**config.mk**
```make
export PLATFORM = sky130hd
export DESIGN_NAME = mem_request_unit
export DESIGN_NICKNAME = d
export VERILOG_FILES = /design/src/rtl/cpu_types_pkg.sv /design/src/rtl/request_fifo.sv /design/src/rtl/mem_request_unit.sv
export SDC_FILE = /design/constraint.sdc
export NUM_CORES = 1
export LEC_CHECK = 0
export ABC_AREA = 1
export CAP_MARGIN = 20
export CORE_MARGIN = 4
export CORE_UTILIZATION = 45
export DETAILED_ROUTE_END_ITERATION = 8
export PLACE_DENSITY = 0.81
export SLEW_MARGIN = 5
export SYNTH_ARGS = -nofsm -noshare
export SYNTH_HDL_FRONTEND = slang
export SYNTH_SLANG_ARGS = --single-unit
export TNS_END_PERCENT = 50
```
**constraint.sdc**
```tcl
create_clock -name CLK -period 8.2 [get_ports CLK]
set_input_delay 2.05 -clock CLK [delete_from_list [all_inputs] [get_ports CLK]]
set_output_delay 2.05 -clock CLK [all_outputs]
set_load 0.1 [all_outputs]
```
**src/rtl/cpu_types_pkg.sv**
```systemverilog
// Shared CPU datapath types: machine word, request-unit FSM states, queued data-request entry.
// Pure type/constant package; no logic and no latency of its own.
// Backpressure: not applicable.
package cpu_types_pkg;

    localparam int WORD_W = 32;

    typedef logic [WORD_W-1:0] word_t;

    // Memory request unit arbitration states
    typedef enum logic [1:0] {
        IDLE = 2'd0,
        IREQ = 2'd1,
        DREQ = 2'd2
    } mru_state_t;

    // Buffered data request at the default 32-bit address/data width
    typedef struct packed {
        logic  wen;
        word_t addr;
        word_t wdata;
    } dreq_entry_t;

    // Fairness bit encoding: which request type completed last
    localparam logic GRANT_I = 1'b0;
    localparam logic GRANT_D = 1'b1;

endpackage

```
**src/rtl/request_fifo.sv**
```systemverilog
// Synchronous FIFO of data-request entries exposing head, full, empty and occupancy count.
// Latency: a pushed entry is visible at the head (count updated) the cycle after the push edge.
// Backpressure: pushes while full and pops while empty are ignored; simultaneous push+pop keeps count.
module request_fifo
    import cpu_types_pkg::*;
#(
    parameter int  DEPTH   = 4,
    parameter type entry_t = dreq_entry_t
) (
    input  logic                       CLK,
    input  logic                       nRST,
    input  logic                       i_push,
    input  entry_t                     i_push_dat,
    input  logic                       i_pop,
    output entry_t                     o_head_dat,
    output logic                       o_full,
    output logic                       o_empty,
    output logic [$clog2(DEPTH+1)-1:0] o_count
);

    localparam int PTR_W = $clog2(DEPTH);
    localparam int CNT_W = $clog2(DEPTH+1);

    entry_t             r_mem [DEPTH];
    logic [PTR_W-1:0]   r_wr_ptr;
    logic [PTR_W-1:0]   r_rd_ptr;
    logic [CNT_W-1:0]   r_count;
    logic               w_push;
    logic               w_pop;

    assign o_full     = (r_count == CNT_W'(DEPTH));
    assign o_empty    = (r_count == '0);
    assign o_count    = r_count;
    assign o_head_dat = r_mem[r_rd_ptr];
    assign w_push     = i_push && !o_full;
    assign w_pop      = i_pop && !o_empty;

    // Pointer and occupancy bookkeeping; DEPTH is a power of two so pointers wrap naturally
    always_ff @(posedge CLK) begin
        if (!nRST) begin
            r_wr_ptr <= '0;
            r_rd_ptr <= '0;
            r_count  <= '0;
        end else begin
            if (w_push) r_wr_ptr <= r_wr_ptr + PTR_W'(1);
            if (w_pop)  r_rd_ptr <= r_rd_ptr + PTR_W'(1);
            case ({w_push, w_pop})
                2'b10:   r_count <= r_count + CNT_W'(1);
                2'b01:   r_count <= r_count - CNT_W'(1);
                default: r_count <= r_count;
            endcase
        end
    end

    // Entry storage; contents need no reset because the pointers define validity
    always_ff @(posedge CLK) begin
        if (w_push) r_mem[r_wr_ptr] <= i_push_dat;
    end

endmodule

```
**src/rtl/mem_request_unit.sv**
```systemverilog
// Arbitrates fetches and queued data requests onto one memory port; optional watchdog via REQ_TIMEOUT_EN.
// Latency: enqueue at t -> strobes from t+2; mem_ack at k -> hit/rdata at k+1, next strobes from k+2.
// Backpressure: dreq_ready = !full (a same-cycle pop does not free a slot); requests held until mem_ack.
module mem_request_unit
    import cpu_types_pkg::*;
#(
    parameter int DEPTH          = 4,
    parameter int ADDR_W         = 32,
    parameter int DATA_W         = 32,
    parameter int TIMEOUT_CYCLES = 64
) (
    input  logic                       CLK,
    input  logic                       nRST,
    input  logic                       imemreq,
    input  logic [ADDR_W-1:0]          imemaddr,
    input  logic                       dreq_valid,
    output logic                       dreq_ready,
    input  logic                       dreq_wen,
    input  logic [ADDR_W-1:0]          dreq_addr,
    input  logic [DATA_W-1:0]          dreq_wdata,
    output logic                       ihit,
    output logic                       dhit,
    output logic                       dhit_wen,
    output logic [DATA_W-1:0]          rdata,
    output logic [$clog2(DEPTH+1)-1:0] pending,
    output logic                       mem_ren,
    output logic                       mem_wen,
    output logic [ADDR_W-1:0]          mem_addr,
    output logic [DATA_W-1:0]          mem_wdata,
    input  logic                       mem_ack,
    input  logic [DATA_W-1:0]          mem_rdata,
    output logic                       req_err
);

    // Same layout as dreq_entry_t, sized by this instance's parameters
    typedef struct packed {
        logic              wen;
        logic [ADDR_W-1:0] addr;
        logic [DATA_W-1:0] wdata;
    } entry_t;

    mru_state_t         r_state;
    logic               r_last_grant;
    logic               r_mem_ren;
    logic               r_mem_wen;
    logic [ADDR_W-1:0]  r_mem_addr;
    logic [DATA_W-1:0]  r_mem_wdata;
    logic               r_ihit;
    logic               r_dhit;
    logic               r_dhit_wen;
    logic [DATA_W-1:0]  r_rdata;
    logic               r_req_err;

    entry_t             w_push_dat;
    entry_t             w_head;
    logic               w_full;
    logic               w_empty;
    logic               w_pop;
    logic               w_grant_d;
    logic               w_expire;

    assign w_push_dat = '{wen: dreq_wen, addr: dreq_addr, wdata: dreq_wdata};

    request_fifo #(
        .DEPTH   (DEPTH),
        .entry_t (entry_t)
    ) u_fifo (
        .CLK        (CLK),
        .nRST       (nRST),
        .i_push     (dreq_valid),
        .i_push_dat (w_push_dat),
        .i_pop      (w_pop),
        .o_head_dat (w_head),
        .o_full     (w_full),
        .o_empty    (w_empty),
        .o_count    (pending)
    );

    // Data wins when it is alone, or on a conflict when the last completion was a fetch
    assign w_grant_d = !w_empty && (!imemreq || (r_last_grant == GRANT_I));
    // The head leaves the queue only when its memory transaction finishes (ack or abort)
    assign w_pop     = (r_state == DREQ) && (mem_ack || w_expire);

`ifdef REQ_TIMEOUT_EN
    localparam int TO_W = $clog2(TIMEOUT_CYCLES + 1);
    logic [TO_W-1:0] r_to_cnt;

    // Watchdog: held at zero while idle so each request starts counting from zero
    always_ff @(posedge CLK) begin
        if (!nRST || (r_state == IDLE)) begin
            r_to_cnt <= '0;
        end else if (!mem_ack) begin
            r_to_cnt <= r_to_cnt + TO_W'(1);
        end
    end

    // Expiry after TIMEOUT_CYCLES strobe cycles; a same-cycle ack takes precedence
    assign w_expire = (r_state != IDLE) && !mem_ack && (r_to_cnt == TO_W'(TIMEOUT_CYCLES - 1));
`else
    logic w_unused_timeout;
    assign w_unused_timeout = (TIMEOUT_CYCLES > 0);
    assign w_expire         = 1'b0;
`endif

    // Arbitration FSM with registered memory strobes and one-cycle completion pulses
    always_ff @(posedge CLK) begin
        if (!nRST) begin
            r_state      <= IDLE;
            r_last_grant <= GRANT_I;
            r_mem_ren    <= 1'b0;
            r_mem_wen    <= 1'b0;
            r_mem_addr   <= '0;
            r_mem_wdata  <= '0;
            r_ihit       <= 1'b0;
            r_dhit       <= 1'b0;
            r_dhit_wen   <= 1'b0;
            r_rdata      <= '0;
            r_req_err    <= 1'b0;
        end else begin
            r_ihit     <= 1'b0;
            r_dhit     <= 1'b0;
            r_dhit_wen <= 1'b0;
            r_req_err  <= 1'b0;
            case (r_state)
                IDLE: begin
                    if (w_grant_d) begin
                        r_state     <= DREQ;
                        r_mem_ren   <= !w_head.wen;
                        r_mem_wen   <= w_head.wen;
                        r_mem_addr  <= w_head.addr;
                        r_mem_wdata <= w_head.wdata;
                    end else if (imemreq) begin
                        r_state     <= IREQ;
                        r_mem_ren   <= 1'b1;
                        r_mem_wen   <= 1'b0;
                        r_mem_addr  <= imemaddr;
                        r_mem_wdata <= '0;
                    end
                end
                IREQ: begin
                    if (mem_ack || w_expire) begin
                        r_state      <= IDLE;
                        r_mem_ren    <= 1'b0;
                        r_mem_wen    <= 1'b0;
                        r_last_grant <= GRANT_I;
                        if (mem_ack) begin
                            r_rdata <= mem_rdata;
                            // A fetch withdrawn before its ack completes without a hit
                            r_ihit  <= imemreq;
                        end else begin
                            r_req_err <= 1'b1;
                        end
                    end
                end
                DREQ: begin
                    if (mem_ack || w_expire) begin
                        r_state      <= IDLE;
                        r_mem_ren    <= 1'b0;
                        r_mem_wen    <= 1'b0;
                        r_last_grant <= GRANT_D;
                        if (mem_ack) begin
                            r_rdata    <= mem_rdata;
                            r_dhit     <= 1'b1;
                            r_dhit_wen <= r_mem_wen;
                        end else begin
                            r_req_err <= 1'b1;
                        end
                    end
                end
                default: begin
                    r_state   <= IDLE;
                    r_mem_ren <= 1'b0;
                    r_mem_wen <= 1'b0;
                end
            endcase
        end
    end

    assign dreq_ready = !w_full;
    assign ihit       = r_ihit;
    assign dhit       = r_dhit;
    assign dhit_wen   = r_dhit_wen;
    assign rdata      = r_rdata;
    assign mem_ren    = r_mem_ren;
    assign mem_wen    = r_mem_wen;
    assign mem_addr   = r_mem_addr;
    assign mem_wdata  = r_mem_wdata;
    assign req_err    = r_req_err;

endmodule
```
### Word level (Yosys, flattened, before mapping)

Memories as Yosys holds them, arrays and structs flattened. A register that Yosys moved wholly into a read port is not among the register bits.
Cells that the tools add are included.
Widths: inputs -> output; s select.

* $add $sub $neg: 4
* equal/unequal tests: 9
* mux-type cells: 23
* bitwise logic cells: 1
* reduce and logical (&&, ||, !) cells: 22

Operators by type and width (count)
* $mux 32: 4
* $mux 2: 5
* $mux 1: 9
* $reduce_and 3->1: 3
* $reduce_and 2->1: 4
* $pmux 1 s2: 3
* $pmux 3 s2: 1
* $reduce_bool 2->1: 3
* $add 2x1->2 const B: 2
* $eq 2x1->1 const B: 2
* $eq 2x2->1 const B: 2
* $logic_and 1x1->1: 4
* $logic_not 1->1: 4
* $ne 2x2->1 const B: 2
* $pmux 2 s2: 1
* $add 3x1->3 const B: 1
* $eq 3x3->1 const B: 1
* $logic_not 3->1: 1
* $ne 3x3->1 const B: 1
* $sub 3x1->3 const B: 1
* $logic_not 2->1: 1
* $ne 2x1->1 const B: 1
* $reduce_or 2->1: 1
* $logic_or 1x1->1: 1
* $not 1->1: 1

* flip-flop bits (word level): 111
* RAM bits: 260
* memories: 1

Memories
* u_fifo.r_mem: words 4, width 65, read ports 1, clocked after Yosys merged registers in 1, wr ports 1, line request_fifo.sv:24 `entry_t r_mem [DEPTH];`

### Depth between registers and ports, before layout

* depth in word-level cells: 5
* depth in mapped cells: 12

### Cells and area by module

From an unflattened synthesis, not the netlist that was laid out.

* cell total of the unflattened synthesis: 1310
* area total of the unflattened synthesis: 14749.1 µm²

By module, submodules not included
* request_fifo: instances 1, cells an instance 699, area each 10452.5 µm²
* mem_request_unit: instances 1, cells an instance 611, area each 4296.6 µm²

### Worst setup path after synthesis

Ideal clock, no wire load.

* path kind: input to register
* from: input port dreq_valid
* to: memory u_fifo.r_mem[0][0] in the netlist's numbering (enable)
* library setup time: 0.489 ns
* arrival: 5.008 ns
* slack: 2.703 ns
* stages on the path: 2
* buffers on the path: 0
* cell sequence: nand2_1 > nor2_1

* longest elaborated chain between the ends: 3

Ends and longest elaborated chain
* from (decl): line mem_request_unit.sv:16 `input logic dreq_valid,`
* $logic_and 1x1->1: line request_fifo.sv:35 `assign w_push = i_push && !o_full;`
* $mux 1: line request_fifo.sv:57 `if (w_push) r_mem[r_wr_ptr] <= i_push_dat;`
* $mux 1 (implied by the code): line request_fifo.sv:57
* to (decl): line request_fifo.sv:24

Every way passes these cells.

### Worst setup path after layout

* from: register u_fifo.r_count[1] (netlist: u_fifo.o_count[1])
* to: output port dreq_ready

* longest elaborated chain between the ends: 2

Ends and longest elaborated chain
* from (decl): line request_fifo.sv:27 `logic [CNT_W-1:0] r_count;`
* from (signal assigned): line request_fifo.sv:48 `2'b10: r_count <= r_count + CNT_W'(1);`
* from (signal assigned): line request_fifo.sv:49 `2'b01: r_count <= r_count - CNT_W'(1);`
* from (signal assigned): line request_fifo.sv:50 `default: r_count <= r_count;`
* $eq 3x3->1: line request_fifo.sv:31 `assign o_full = (r_count == CNT_W'(DEPTH));`
* $logic_not 1->1: line mem_request_unit.sv:179 `assign dreq_ready = !w_full;`
* to (decl): line mem_request_unit.sv:17 `output logic dreq_ready,`

Every way passes these cells.

==> qor.csv <==
stage;metric;value;unit
global_routing;global-route usage over all layers;19.0;%
global_routing;vias in the first global route;10100;
global_routing;GRT met1 Usage;24.0;%
cts;CTS Buf Count;39;
final_layout;Layout area overhead;27.7;%
sta;RSZ-0062 raised after global routing;false;
critical_path;CP arrival;2.35;ns
sta;Slew Viols, Final;0;
drt;vias;10300;
cts;CTS Buffer Depth;3;
yosys;#FFs+latches synth;373;
yosys;Post-Syn Instances;1356;
yosys;ys flop type;edfxtp_1;
power;Final Power;5270;uW
placed_design;Post-DP HPWL;21100;um
yosys;post-synthesis net count;1499;
sta;setup TNS;0;ns
cts;clock latency on the worst-skew pair;0.52;ns
die;Die ar.;0.0349;mm2
critical_path;Startpoint Class;flip-flop;
global_routing;largest net degree at the start of global routing;98;
sta;period utilization;53.7;%
die;num ports;240;
worst_hold_path;hold path start;u_fifo.r_rd_ptr[1]$_SDFFE_PN0P_;
critical_path;Max FO, Critical Path;6;
final_layout;most frequent cells in the layout;nand2_1, edfxtp_1, clkdlybuf4s50_1;
yosys;synthesized area;0.0144;mm2
drt;Wirelength per Cell;17.2;um
yosys;Seq/Total Area, Yosys;70.0;%
drt;initial DRC count;755;
power;leakage;0.00671;uW
power;PD cells;287;mW/mm2
cts;Hold-fix buffers, CTS;0;
drt;vias per cell;5.14;
drt;DRC;0;
worst_hold_path;Hold Path Depth;2;
global_routing;GRT busiest layer;met2;
critical_path;data required time of the worst path;6.15;ns
cts;H-tree depth;2;
critical_path;flop2flop setup slack;5.47;ns
cts;CTS tree;yes;
global_routing;initial antenna violation count;1;
final_layout;post-layout util;58.2;%
cts;Setup Fix Bufs, Post-CTS;0;
sta;Final Skew;0.0142;ns
global_routing;grt met3 use;4.18;%
yosys;Mean Syn Cell Area;10.6;um2
final_layout;commonest non-fill, non-tap cell in the layout;nand2_1;
cts;post_cts resized;0;
sta;Final Hold Vio Count;0;
yosys;Post-synth EDFFs;260;
yosys;Synth Warn #;0;
flow_run;Max-Cap Viols;0;
global_routing;grt ovf;0;
worst_hold_path;Min-Delay Path Class;reg -> reg;
final_layout;fin nets;1709;
drt;antenna-violating nets left;0;
drt;Total Wirelength;34400;um
critical_path;R2R Path End;u_fifo.r_mem[2][12]$_DFFE_PP_;
sta;Max Clock Freq;227;MHz
critical_path;reg2reg start;u_fifo.o_count[1]$_SDFFE_PN0P_;
sta;Setup-failing EPs final;0;
die;Rows;65;
cts;clock net sink count;373;
placed_design;port bufs;238;
global_routing;first-pass GRT wire length;54200;um
yosys;ys async rst share;0;%
sta;Max-slew headroom;26.6;%
die;Core Area;0.0316;mm2
sta;Worst-Margin Slew;1.10;ns
die;Die H;187;um
global_routing;routing usage on met2;33.1;%
die;initial core utilization;45.6;%
drt;Initial DRT Pass Iterations;5;
critical_path;CP endpoint kind;output port;
placed_design;Final Wtd Congestion;0.770;
critical_path;Worst Reg-to-Reg Cells;5;
die;chip width;187;um
final_layout;layout cell share with drive strength beyond 1;5.51;%
cts;clk slew on worst S/H paths;0.06;ns
outcome;status;complete, no violations;
critical_path;Critical Setup Path Class;reg -> out;
final_layout;fillcell total;2503;
cts;CTS Root Cell;clkbuf_16;
power;Worst VDD drop;0.000168;V
sta;Final Critical Period;4.40;ns
yosys;Synth cell types;24;
[report_power, final]
part	internal, uW	leakage [uW]	switching, uW	total (uW)
Combinational	305	0.00274	932	1240
Sequential	2160	0.00332	63.8	2230
Clock	1110	0.000651	697	1800
[final cells by class]
cell class	count	area, um2	share of cell area (%)
diodes	1	2.50	0.0136
clock buffers	61	1200	6.56
clock inverters	10	133	0.722
inverters	54	205	1.12
multi-input cells	848	3740	20.3
flip-flops and latches	373	10100	54.8
well taps	402	503	2.74
repair buffers	250	2510	13.7
[worst max path at each step]
stage,from,cells past startpoint,to,slack (ns)
global route,u_fifo.o_count[1]$_SDFFE_PN0P_,3,dreq_ready,3.73
detailed placement,dreq_valid,4,u_fifo.r_mem[1][5]$_DFFE_PP_,3.29
floorplan,dreq_valid,2,u_fifo.r_mem[0][0]$_DFFE_PP_,2.70
finish,u_fifo.o_count[1]$_SDFFE_PN0P_,3,dreq_ready,3.80
CTS,u_fifo.o_count[1]$_SDFFE_PN0P_,3,dreq_ready,3.76
global placement,dreq_valid,4,u_fifo.r_mem[0][15]$_DFFE_PP_,3.34
[cells by family after synthesis]
group / count (synthesis) / synth area share [%]
AOI/OAI and AO/OA: 212 / 7.40
adders and majority gates: 9 / 0.835
buffers and inverters: 135 / 4.36
DFF: 373 / 70.0
other: 1 / 0.0261
and+or+nand+nor: 626 / 17.4
[synth_stat cells, drive strengths merged, types with 2 or more instances]
master / number / area [um2]
a21oi: 111 / 559
buf: 60 / 344
clkbuf: 21 / 81.3
dfxtp: 113 / 2260
edfxtp: 260 / 7810
ha: 8 / 100
inv: 54 / 203
nand2: 315 / 1190
nand3: 101 / 505
nand4: 2 / 12.5
nor2: 206 / 788
o21ai: 101 / 505
[metrics by stage]
stage | std cells | cell area (um2) | worst slack [ns] | hold slack (ns)
4_1_cts | 1996 | 18300 | 3.76 | 0.453
5_1_grt | 1999 | 18400 | 3.73 | 0.482
2_1_floorplan | 1356 | 14400 | 2.70 | 0.433
6_report | 1999 | 18400 | 3.80 | 0.459
3_3_place_gp | 1924 | 17000 | 3.34 | 0.432
3_5_place_dp | 1925 | 17000 | 3.29 | 0.441
[metal layers]
layer  vias up  share of wire (%)
li1       4983                  -
met1      4856                 41
met2       383                 49
met3        58                7.1
met4         0                2.6
met5         -                  0
[worst max-delay path: stages, from the launching register on]
cell	delay (ns)
dfxtp_1	0.43
nor2_4	0.09
nand2_1	0.11
clkdlybuf4s50_1	1.20
[flip-flops by register name, summed over array words and instances (netlist names), named ones only]
| register | cells |
|---|---|
| r_state | 2 |
| rdata | 32 |
| dhit | 1 |
| r_last_grant | 1 |
| mem_wen | 1 |
| ihit | 1 |
| mem_addr | 32 |
| u_fifo.o_count | 3 |
| u_fifo.r_rd_ptr | 2 |
| mem_ren | 1 |
| u_fifo.r_mem | 260 |
| dhit_wen | 1 |
| mem_wdata | 32 |
| u_fifo.r_wr_ptr | 2 |
(Power assumes the default switching activity.)
